`src/rtl/mips_ctrl_pkg.sv`:
```
// Shared encodings for the MIPS-subset control path: opcodes, functs, ALU codes,
// datapath mux selects and the multi-cycle sequencer state enum.
// Imported by the sequencer, the funct decoder and any single-cycle control unit.
package mips_ctrl_pkg;

  // Primary opcodes (IR[31:26])
  localparam logic [5:0] OP_RTYPE = 6'b000000;
  localparam logic [5:0] OP_LW    = 6'b100011;
  localparam logic [5:0] OP_SW    = 6'b101011;
  localparam logic [5:0] OP_BEQ   = 6'b000100;
  localparam logic [5:0] OP_ADDI  = 6'b001000;

  // R-type funct codes (IR[5:0])
  localparam logic [5:0] FN_ADD = 6'b100000;
  localparam logic [5:0] FN_SUB = 6'b100010;
  localparam logic [5:0] FN_AND = 6'b100100;
  localparam logic [5:0] FN_OR  = 6'b100101;
  localparam logic [5:0] FN_XOR = 6'b100110;
  localparam logic [5:0] FN_NOR = 6'b100111;

  // ALU operation select
  localparam logic [2:0] ALU_ADD = 3'b000;
  localparam logic [2:0] ALU_SUB = 3'b001;
  localparam logic [2:0] ALU_AND = 3'b010;
  localparam logic [2:0] ALU_OR  = 3'b011;
  localparam logic [2:0] ALU_XOR = 3'b100;
  localparam logic [2:0] ALU_NOR = 3'b101;

  // ALU B-input mux
  localparam logic [1:0] SRCB_REG     = 2'b00;
  localparam logic [1:0] SRCB_FOUR    = 2'b01;
  localparam logic [1:0] SRCB_IMM     = 2'b10;
  localparam logic [1:0] SRCB_IMM_SH2 = 2'b11;

  // PC source mux
  localparam logic [1:0] PCSRC_ALU    = 2'b00;
  localparam logic [1:0] PCSRC_ALUOUT = 2'b01;

  // Sequencer states; FETCH is zero so a gated-off state_dbg reads FETCH
  typedef enum logic [3:0] {
    FETCH     = 4'd0,
    DECODE    = 4'd1,
    MEM_ADDR  = 4'd2,
    MEM_RD    = 4'd3,
    MEM_WB    = 4'd4,
    MEM_WR    = 4'd5,
    R_EXEC    = 4'd6,
    R_WB      = 4'd7,
    BRANCH    = 4'd8,
    ADDI_EXEC = 4'd9,
    ADDI_WB   = 4'd10,
    ILLEGAL   = 4'd11
  } state_t;

endpackage

```
`src/rtl/alu_funct_decode.sv`:
```
// R-type funct to ALU operation decoder, flags functs outside the supported set.
// Latency: purely combinational.
// Backpressure: none; output follows funct directly.
module alu_funct_decode
  import mips_ctrl_pkg::*;
(
  input  logic [5:0] funct,
  output logic [2:0] alu_control,
  output logic       legal
);

  // Map each supported funct to its ALU code; anything else is illegal
  always_comb begin
    alu_control = ALU_ADD;
    legal       = 1'b1;
    case (funct)
      FN_ADD:  alu_control = ALU_ADD;
      FN_SUB:  alu_control = ALU_SUB;
      FN_AND:  alu_control = ALU_AND;
      FN_OR:   alu_control = ALU_OR;
      FN_XOR:  alu_control = ALU_XOR;
      FN_NOR:  alu_control = ALU_NOR;
      default: legal       = 1'b0;
    endcase
  end

endmodule

```
`src/rtl/multicycle_control_fsm.sv`:
```
// Multi-cycle MIPS-subset sequencer driving a shared-memory, single-ALU datapath.
// Latency: CPI LW 5, SW/R/ADDI 4, BEQ 3, plus one cycle per mem_ready=0 wait.
// Backpressure: FETCH/MEM_RD/MEM_WR hold on mem_ready=0; watchdog aborts to FETCH.
module multicycle_control_fsm
  import mips_ctrl_pkg::*;
#(
  parameter int MEM_TIMEOUT = 16,
  parameter int TMO_W       = 5
)(
  input  logic       clk,
  input  logic       rst_n,
  input  logic [5:0] opcode,
  input  logic [5:0] funct,
  input  logic       mem_ready,
  output logic       pc_write,
  output logic       pc_write_cond,
  output logic [1:0] pc_source,
  output logic       i_or_d,
  output logic       mem_read,
  output logic       mem_write,
  output logic       ir_write,
  output logic       reg_dst,
  output logic       mem_to_reg,
  output logic       reg_write,
  output logic       alu_src_a,
  output logic [1:0] alu_src_b,
  output logic [2:0] alu_control,
  output logic       instr_done,
  output logic       illegal_op,
  output logic       bus_error,
  output logic [3:0] state_dbg
);

  localparam logic [TMO_W-1:0] TMO_LIM = TMO_W'(MEM_TIMEOUT);

  state_t           state;
  state_t           state_nxt;
  logic [TMO_W-1:0] tmo_cnt;
  logic [2:0]       r_alu;
  logic             r_legal;
  logic             wait_st;
  logic             tmo_hit;

  alu_funct_decode u_funct_dec (
    .funct       (funct),
    .alu_control (r_alu),
    .legal       (r_legal)
  );

  // Memory-handshake states; a same-cycle mem_ready always beats the watchdog
  assign wait_st = (state == FETCH) || (state == MEM_RD) || (state == MEM_WR);
  assign tmo_hit = (MEM_TIMEOUT != 0) && wait_st && !mem_ready && (tmo_cnt == TMO_LIM);

  assign state_dbg = rst_n ? state : FETCH;

  // State register
  always_ff @(posedge clk) begin
    if (!rst_n) state <= FETCH;
    else        state <= state_nxt;
  end

  // Watchdog: cleared on any state change or abort, counts stalled cycles, saturates
  always_ff @(posedge clk) begin
    if (!rst_n)
      tmo_cnt <= '0;
    else if ((state_nxt != state) || tmo_hit)
      tmo_cnt <= '0;
    else if (wait_st && !mem_ready && (tmo_cnt != '1))
      tmo_cnt <= tmo_cnt + 1'b1;
  end

  // Next state and datapath controls; everything defaults low, reset gates all off
  always_comb begin
    state_nxt     = state;
    pc_write      = 1'b0;
    pc_write_cond = 1'b0;
    pc_source     = PCSRC_ALU;
    i_or_d        = 1'b0;
    mem_read      = 1'b0;
    mem_write     = 1'b0;
    ir_write      = 1'b0;
    reg_dst       = 1'b0;
    mem_to_reg    = 1'b0;
    reg_write     = 1'b0;
    alu_src_a     = 1'b0;
    alu_src_b     = SRCB_REG;
    alu_control   = ALU_ADD;
    instr_done    = 1'b0;
    illegal_op    = 1'b0;
    bus_error     = 1'b0;

    case (state)
      FETCH: begin
        mem_read  = 1'b1;
        alu_src_b = SRCB_FOUR;
        if (mem_ready) begin
          ir_write  = 1'b1;
          pc_write  = 1'b1;
          state_nxt = DECODE;
        end else if (tmo_hit) begin
          bus_error = 1'b1;
        end
      end
      DECODE: begin
        alu_src_b = SRCB_IMM_SH2;
        case (opcode)
          OP_LW, OP_SW: state_nxt = MEM_ADDR;
          OP_RTYPE:     state_nxt = r_legal ? R_EXEC : ILLEGAL;
          OP_BEQ:       state_nxt = BRANCH;
          OP_ADDI:      state_nxt = ADDI_EXEC;
          default:      state_nxt = ILLEGAL;
        endcase
      end
      MEM_ADDR: begin
        alu_src_a = 1'b1;
        alu_src_b = SRCB_IMM;
        state_nxt = (opcode == OP_SW) ? MEM_WR : MEM_RD;
      end
      MEM_RD: begin
        mem_read = 1'b1;
        i_or_d   = 1'b1;
        if (mem_ready) begin
          state_nxt = MEM_WB;
        end else if (tmo_hit) begin
          bus_error = 1'b1;
          state_nxt = FETCH;
        end
      end
      MEM_WB: begin
        mem_to_reg = 1'b1;
        reg_write  = 1'b1;
        instr_done = 1'b1;
        state_nxt  = FETCH;
      end
      MEM_WR: begin
        mem_write = 1'b1;
        i_or_d    = 1'b1;
        if (mem_ready) begin
          instr_done = 1'b1;
          state_nxt  = FETCH;
        end else if (tmo_hit) begin
          bus_error = 1'b1;
          state_nxt = FETCH;
        end
      end
      R_EXEC: begin
        alu_src_a   = 1'b1;
        alu_control = r_alu;
        state_nxt   = R_WB;
      end
      R_WB: begin
        reg_dst    = 1'b1;
        reg_write  = 1'b1;
        instr_done = 1'b1;
        state_nxt  = FETCH;
      end
      BRANCH: begin
        alu_src_a     = 1'b1;
        alu_control   = ALU_SUB;
        pc_write_cond = 1'b1;
        pc_source     = PCSRC_ALUOUT;
        instr_done    = 1'b1;
        state_nxt     = FETCH;
      end
      ADDI_EXEC: begin
        alu_src_a = 1'b1;
        alu_src_b = SRCB_IMM;
        state_nxt = ADDI_WB;
      end
      ADDI_WB: begin
        reg_write  = 1'b1;
        instr_done = 1'b1;
        state_nxt  = FETCH;
      end
      ILLEGAL: begin
        illegal_op = 1'b1;
        state_nxt  = FETCH;
      end
      default: state_nxt = FETCH;
    endcase

    if (!rst_n) begin
      pc_write      = 1'b0;
      pc_write_cond = 1'b0;
      pc_source     = 2'b00;
      i_or_d        = 1'b0;
      mem_read      = 1'b0;
      mem_write     = 1'b0;
      ir_write      = 1'b0;
      reg_dst       = 1'b0;
      mem_to_reg    = 1'b0;
      reg_write     = 1'b0;
      alu_src_a     = 1'b0;
      alu_src_b     = 2'b00;
      alu_control   = 3'b000;
      instr_done    = 1'b0;
      illegal_op    = 1'b0;
      bus_error     = 1'b0;
    end
  end

endmodule
```
`config.mk`:
```
export PLATFORM = sky130hd
export DESIGN_NAME = multicycle_control_fsm
export DESIGN_NICKNAME = d
export VERILOG_FILES = /design/src/rtl/mips_ctrl_pkg.sv /design/src/rtl/alu_funct_decode.sv /design/src/rtl/multicycle_control_fsm.sv
export SDC_FILE = /design/constraint.sdc
export NUM_CORES = 1
export LEC_CHECK = 0
export BUFFER_PORTS_ARGS = -buffer_cell sky130_fd_sc_hd__buf_2
export CAP_MARGIN = 40
export CORE_ASPECT_RATIO = 1.75
export CORE_MARGIN = 1.5
export CORE_UTILIZATION = 50
export CTS_CLUSTER_SIZE = 30
export DETAILED_ROUTE_END_ITERATION = 10
export PLACE_DENSITY = 0.79
export SYNTH_ARGS = -nofsm -noshare
export SYNTH_HDL_FRONTEND = slang
export SYNTH_SLANG_ARGS = --single-unit
export TNS_END_PERCENT = 5
```
`constraint.sdc`:
```
create_clock -name clk -period 2.5 [get_ports clk]
set_clock_uncertainty 0.1 [all_clocks]
set_input_delay 0.125 -clock clk [delete_from_list [all_inputs] [get_ports clk]]
set_output_delay 0.125 -clock clk [all_outputs]
set_load 0.005 [all_outputs]
```
# Word-level counts from Yosys, hierarchy flattened
# Cells that the tools add are included.
# op_classes
addsub	1
eq_ne	24
mux	44
n_bitwise	1
reduce_logical	19
# op_table
cell	count
$eq 6x6->1 const B	8
$mux 1	28
$pmux 4 s7	1
$mux 4	6
$eq 4x3->1 const B	4
$eq 4x4->1 const B	4
$pmux 4 s4	1
$pmux 3 s5	1
$reduce_or 2->1	5
$eq 4x2->1 const B	2
$reduce_or 4->1	2
$eq 6x3->1 const B	1
$eq 6x4->1 const B	1
$logic_not 6->1	1
$mux 3	2
$pmux 2 s3	1
$pmux 3 s2	1
$reduce_or 3->1	2
$reduce_or 6->1	1
$add 5x1->5 const B	1
$eq 5x5->1 const B	1
$ne 5x5->1 const B	1
$eq 4x1->1 const B	1
$logic_not 4->1	1
other kinds (7)	12
# totals
regBits	9
inputBits	15
out_inout_bits	24
elab_cells	91

# Logic depth before layout (Yosys ltp)
# Gate-level depths: netlist of run 1.
# depth
word_depth	11
mapped_depth	8
ltp_nobuf	8

# Hierarchy
# From an unflattened synthesis of run 1, not the netlist that was laid out.
# unflattened
hier_cells	151
area_unflattened_um2	1066.0
# modules_own_cells
module	n_inst	cells_each	area_per_inst_um2	seq_area_each_um2
multicycle_control_fsm	1	142	1012.2	180.2
alu_funct_decode	1	9	53.8	0.0

# Least setup slack after synthesis of run 1
# No wires, ideal clock.
# synth_timing
path_type	reg2reg
from	reg tmo_cnt[0]
to	reg tmo_cnt[3]
setup_ns	0.073
arrival_time_ns	2.020
required_ns	2.327
path_slack_ns	0.307
stages_incl_launch_ff	9
n_path_buf	0
period_less_slack_ns	2.193
cell_sequence	dfxtp_1 ha_1 and3_1 ha_1 or4b_1 o2bb2ai_2 nand4_1 xor2_1 nor3_2
# synth_via
elab_chain_len	8
word_cells_on_any_way	12
cone_classes	add/sub: 1; eq/ne: 3; mux: 4; reduce/logical: 4
# synth_lines
element	line	source
start, declared	multicycle_control_fsm.sv:38	logic [TMO_W-1:0] tmo_cnt;
start signal, assigned	multicycle_control_fsm.sv:69	tmo_cnt <= tmo_cnt + 1'b1;
$eq 5x5->1	multicycle_control_fsm.sv:52	assign tmo_hit = (MEM_TIMEOUT != 0) && wait_st && !mem_ready && (tmo_cnt == TMO_LIM);
$logic_and 1x1->1	multicycle_control_fsm.sv:52	
$mux 4	multicycle_control_fsm.sv:124, multicycle_control_fsm.sv:141	
$mux 4, on equally long branches	multicycle_control_fsm.sv:138, multicycle_control_fsm.sv:122	
$pmux 4 s7	multicycle_control_fsm.sv:92	case (state)
$ne 4x4->1	multicycle_control_fsm.sv:66	else if ((state_nxt != state) || tmo_hit)
$logic_or 1x1->1	multicycle_control_fsm.sv:66	
$reduce_or 2->1 (no source line)	-	
# Several ways; a longest one is shown, not always the timed one.
# A chain may end at the register's enable or synchronous reset.

# Worst setup path in the final report of run 1
# Ends and elaborated chain as after synthesis.

==> flow_summary.yaml, run 1 <==
run_status:
  outcome: "finished, final reports clean"
synthesis:
  syn_area_per_cell_um2: 7.40
  synth_edf_count: 0
  synth_area_um2: 1150
  synth_nets: 174
  yosys_warnings: 0
  synth_cells: 156
  synth-seq-area-share: 0.156
  ys_seq_elements: 9
  ys_top_cells_by_area: "dfxtp_1 16%, nor2_1 7.8%, nand2b_1 5.4%"
  synth.distinct_cells: 54
  async_flop_share: 0
  ys.flop_type: "dfxtp_1"
  yosysTopAreaCellShare: 0.156
  synth_top_area_cell: "dfxtp_1"
clock_tree:
  clk_pin_slew_ns: 0.06
  cts_num_sinks: 9
  h-tree-depth: 1
  ctsResizeCount: 0
  cts_tree: "built"
  clk_latency_ns: 0.26
  cts_root_buf: "clkbuf_4"
  cts_buffers: 3
  cts_setup_buffers: 0
  hold_buffers: 0
  cts_buffer_depth: 2
timing:
  min_period_ns: 2.36
  timing.fmax_ghz: 0.424
  tightest_slew_ns: 0.595
  setup_tns_ns: 0
  setup-violations-final: 0
  final-hold-violation-count: 0
  slew_headroom: 0.603
  final.period_utilization: 0.943
  grt_setup_unrepaired: "false"
  slew_viol_final: 0
drt:
  vias: 1274
  antenna_left: 0
  firstDrtPassIters: 4
  drc: 0
  wl_per_cell_um: 14.5
  drt-total-wl_mm: 3.07
  drt_iter0_markers: 39
  viasPerCell: 6.01
layout:
  fin_nets: 207
  final_cell_mix: "37 x buf_2, 24 x nor2_1, 11 x nand2_1"
  final_design_area_no_fill_um2: 1350
  area_growth_pct: 17.2
  antennaDiodeCount: 0
  layout_commonest_cell: "buf_2"
  fillers: 219
  layout-drive-gt1-share: 0.314
placed_design:
  io_buffers: 37
  place_area_um2: 1330
  dpl.hpwl_mm: 2.40
  place_congestion: 0.912
pwr:
  swShare: 0.444
  ir_worst_vdd_mv: 0.255
  power.internal_uw: 376
  pwr-share-comb: 0.538
  p_seq_frac: 0.291
  p_total_uw: 677
  power_density_nw_per_um2: 500
  p_leak_uw: 0.000586
  pwr-share-clk: 0.171
  switchingPower_uw: 301
floorplan:
  dieArea_um2: 2620
  core_um2: 2150
  die-width_um: 39.3
  start_util: 0.538
  num_rows: 22
  boundaryPins: 39
  die_h_um: 66.6
global_routing:
  antenna_found_initial: 0
  overflow: 0
  grt_pass1_wl_mm: 5.00
  grt_pass1_vias: 1212
  grt_max_degree: 19
  track_usage: 0.258
setup_path:
  startpoint: "tmo_cnt[0]$_SDFFE_PP0P_"
  crit_type: "reg2reg"
  rrSetupSlack_ns: 0.14
  startpoint_type: "flop"
  crit_end: "tmo_cnt[3]$_SDFFE_PP0P_"
  cp-end-kind: "flop"
  arrival_ns: 2.45
  crit_fanout: 5
  regToRegStartpoint: "tmo_cnt[0]$_SDFFE_PP0P_"
  worstReg2RegEnd: "tmo_cnt[3]$_SDFFE_PP0P_"
  required_ns: 2.59
  reg2regPathDepth: 8
job:
  drv_cap: 0
min_path:
  min_path_type: "in2reg"
-- layer usage --
layer  GRT usage  up-vias  wire length [µm]
met3      0.0167       11               113
li1            -      631                 -
met4       0.116        0               106
met5           0        -                 0
met1       0.273      591              1210
met2       0.481       41              1640
-- cells in the mapped netlist, drive strengths merged (2+ instances only) --
master,instances
clkbuf,4
o21ai,5
nand2b,10
nor2b,2
a2111oi,2
o311ai,2
nor2,24
nor3,11
nor4b,2
xnor2,2
inv,6
buf,11
xor2,2
nor4,5
a21oi,10
ha,3
dfxtp,9
nand2,11
nand4,3
a22oi,2
and2,3
and3,4
-- area by class of cell --
type                            count  area [µm²]  area share
Clock buffer                        4        26.3      0.0194
Inverter                            6        22.5      0.0166
Multi-Input combinational cell    126         865       0.639
Sequential cell                     9         180       0.133
Tap cell                           24        30.0      0.0222
Timing Repair Buffer               43         230       0.170
-- worst min path at each step --
stage                           to  slack, ns  depth (start not counted)  startpoint
3_3_place_gp   state[0]$_SDFF_PN0_       0.36                          2       rst_n
4_1_cts        state[0]$_SDFF_PN0_       0.09                          2       rst_n
3_5_place_dp   state[0]$_SDFF_PN0_       0.37                          2       rst_n
2_1_floorplan       alu_control[1]       0.18                          1    funct[1]
6_report       state[0]$_SDFF_PN0_        0.1                          2       rst_n
5_1_grt        state[0]$_SDFF_PN0_       0.12                          2       rst_n
-- state kept, by name, indices dropped and copies added, names as in the netlist --
signal	count
tmo_cnt	5
state	4
-- power groups by stage --
stage	clock (µW)	combinational, µW	sequential [µW]
after floorplan	0	297	168
final	116	364	197
after CTS	115	361	196
after detailed placement	0	359	199
after global routing	121	401	202
after global placement	0	353	199
-- through the flow --
| stage | setup WS, ns | std cells | hold slack (ns) | utilization |
|---|---|---|---|---|
| 2_1_floorplan | 0.307 | 156 | 0.181 | - |
| 3_3_place_gp | 0.225 | 208 | 0.362 | 0.618 |
| 3_5_place_dp | 0.153 | 208 | 0.370 | 0.618 |
| 4_1_cts | 0.131 | 212 | 0.0945 | 0.631 |
| 5_1_grt | 0.00975 | 212 | 0.119 | 0.631 |
| 6_report | 0.142 | 212 | 0.0950 | 0.631 |
-- cells by family after synthesis --
group | share of synthesized area
other | 0.00325
xor gates and xnor gates | 0.0466
and+or+nand+nor | 0.395
buffers and inverters | 0.0953
AOI/OAI and AO/OA | 0.262
adders and majority gates | 0.0325
DFF | 0.156
muxes | 0.00867
-- critical path: stages (launching register included) --
cell	delay, ns
dfxtp_1	0.34
ha_1	0.24
and3_1	0.19
ha_1	0.20
or4b_1	0.49
o2bb2ai_2	0.27
nand4_1	0.15
xor2_1	0.17
nor3_2	0.14
Note: power is estimated with default switching activity, not from simulation.
==> run 2: changes to the inputs <==
Settings changed: CORE_ASPECT_RATIO 1.75 to unset, CORE_UTILIZATION 50 to 49, SYNTH_HIERARCHICAL set to 1.
==> run 2 against run 1 <==
Sequential share of layout area increased by 1.1 points; synthesized area decreased by 7.7%; cell area decreased by 7.4%; non-clock buffer count decreased by 6; via count decreased by 8.9%; first-iteration DRC count decreased by 33%; register-to-register slack improved by 0.35 ns; flip-flop and latch count unchanged; total power decreased by 22%; core utilization decreased by 0.43 points; clock-buffer cell count decreased by 1; critical endpoint is now bus_error; sequential power about the same.
==> flow_summary.yaml, run 2 <==
run_status:
  outcome: "finished, final reports clean"
setup_path:
  reg2regPathDepth: 5
  max_stage_delay_ns: 0.75
  required_ns: 2.28
  regToRegStartpoint: "state[0]$_SDFF_PN0_"
  crit_end: "bus_error"
  startpoint: "state[1]$_SDFF_PN0_"
  startpoint_type: "flop"
  arrival_ns: 1.85
  cp_slowest_cell: "dfxtp_1"
  worstReg2RegEnd: "tmo_cnt[1]$_SDFFE_PP0P_"
  cp.depth: 5
  cp-end-kind: "primary output"
  worstPathCellList: "nor4bb_1, a31o_1, nand2_1, nor2_1, buf_2"
  rrSetupSlack_ns: 0.49
  crit_fanout: 22
  crit_family: "flip-flops"
  crit_type: "reg2out"
  timing.critical_path.buf_inv: 1
clock_tree:
  h-tree-depth: 1
  cts_root_buf: "clkbuf_4"
  ctsResizeCount: 0
  cts_num_sinks: 9
  cts_setup_buffers: 0
  clk_latency_ns: 0.26
  cts_tree: "built"
  cts_buffer_depth: 2
  cts_buffers: 3
  clk_pin_slew_ns: 0.06
  hold_buffers: 0
global_routing:
  busiest_layer: "met2"
  antenna_found_initial: 0
  grt_pass1_vias: 945
  grtUsageMet1: 0.275
  track_usage: 0.196
  use_met2: 0.307
  overflow: 0
  grt_max_degree: 23
  use_met3: 0.0394
  grt_pass1_wl_mm: 3.97
timing:
  final.period_utilization: 0.832
  setup_tns_ns: 0
  tightest_slew_ns: 0.667
  timing.fmax_ghz: 0.481
  final-hold-violation-count: 0
  setup-violations-final: 0
  min_period_ns: 2.08
  slew_headroom: 0.554
  grt_setup_unrepaired: "false"
  slew_viol_final: 0
placed_design:
  io_buffers: 37
  dpl.hpwl_mm: 1.93
  place_congestion: 0.850
layout:
  largest_reg_flops: 5
  antennaDiodeCount: 0
  regMostFlops: "tmo_cnt"
  regArea_um2: 180
  layout-drive-gt1-share: 0.276
  fillers: 187
  area_growth_pct: 17.6
  layout_commonest_cell: "buf_2"
  multiInputGateArea_um2: 808
  fin_nets: 200
  top_regs: "tmo_cnt (5), state (4)"
  final_cell_mix: "37 x buf_2, 18 x nor2_1, 12 x nand2_1"
  utilization: 0.626
pwr:
  p_total_uw: 529
  power_density_nw_per_um2: 422
  p_leak_uw: 0.000569
  ir_worst_vdd_mv: 0.309
drt:
  drt_iter0_markers: 26
  viasPerCell: 5.58
  antenna_left: 0
  drt-total-wl_mm: 2.46
  wl_per_cell_um: 11.8
  vias: 1161
  drc: 0
  firstDrtPassIters: 4
synthesis:
  yosys_warnings: 6
  synth_nets: 169
  ys.flop_type: "dfxtp_1"
  synth_top_area_cell: "dfxtp_1"
  synth_most_common_cell: "nor2_1"
  synth.distinct_cells: 49
  synth_edf_count: 0
  yosysTopAreaCellShare: 0.169
  synth_commonest_cells: "18 x nor2_1, 12 x nand2_1, 11 x nor3_1"
  syn_area_per_cell_um2: 7.06
  synth-seq-area-share: 0.169
  synth_cells: 151
  synth_area_um2: 1070
  async_flop_share: 0
  ys_seq_elements: 9
  ys_top_cells_by_area: "dfxtp_1 17%, nor2_1 6.3%, nor3_1 5.2%"
min_path:
  min_path_type: "in2reg"
floorplan:
  start_util: 0.532
  die-width_um: 49.6
  core_um2: 2000
  boundaryPins: 39
  num_rows: 16
  die_h_um: 49.6
  dieArea_um2: 2460
job:
  drv_cap: 0
==> run 2: worst min path at each step <==
stage / start / endpoint / cells after the start
CTS: rst_n / state[0]$_SDFF_PN0_ / 2
finish: rst_n / state[0]$_SDFF_PN0_ / 2
global placement: rst_n / state[0]$_SDFF_PN0_ / 2
global route: rst_n / state[0]$_SDFF_PN0_ / 2
detailed placement: rst_n / state[0]$_SDFF_PN0_ / 2
floorplan: rst_n / state[2]$_SDFF_PN0_ / 2
==> run 2: final cells by class <==
class	count	area share
multi-input combinational	126	0.645
timing repair buffer	37	0.148
clock inverter	1	0.00399
tap	27	0.0269
sequential	9	0.144
inverter	5	0.0150
clock buffer	3	0.0180
==> run 2: cell families after synthesis <==
logic type,share of synthesized area
AOI/OAI and AO/OA,0.181
xor gates and xnor gates,0.0411
adders and majority gates,0.0352
buffers and inverters,0.0728
DFF,0.169
muxes,0.0188
other,0.00352
and+or+nand+nor,0.479
==> run 2: worst reg2reg max path, stage by stage (launching register included) <==
cell and delay (ns):
dfxtp_1 0.68, nand2b_1 0.20, or4b_1 0.55, nand2_1 0.10, o22ai_2 0.12, nor3_1 0.19
==> run 2: report_power, final <==
part	leakage, µW	switching, µW	internal (µW)	total, µW
logic	0.000478	118	106	224
registers	0.0000732	41.1	154	195
clock network	0.0000177	51.1	59.0	110
total	0.000569	211	319	529
==> run 2: stage by stage <==
| stage | hold WS, ns | cell area, µm² | instances | setup slack (ns) |
|---|---|---|---|---|
| floorplan | 0.202 | 1070 | 151 | 0.691 |
| global placement | 0.387 | 1230 | 204 | 0.571 |
| detailed placement | 0.390 | 1230 | 204 | 0.514 |
| CTS | 0.106 | 1250 | 208 | 0.426 |
| global route | 0.125 | 1250 | 208 | 0.265 |
| finish | 0.114 | 1250 | 208 | 0.420 |
==> run 2: per-layer routing <==
layer / routed length, µm / part of all wire
met2: 1180 / 0.48
met3: 125 / 0.051
met4: 0 / 0
met1: 1150 / 0.47
met5: 0 / 0
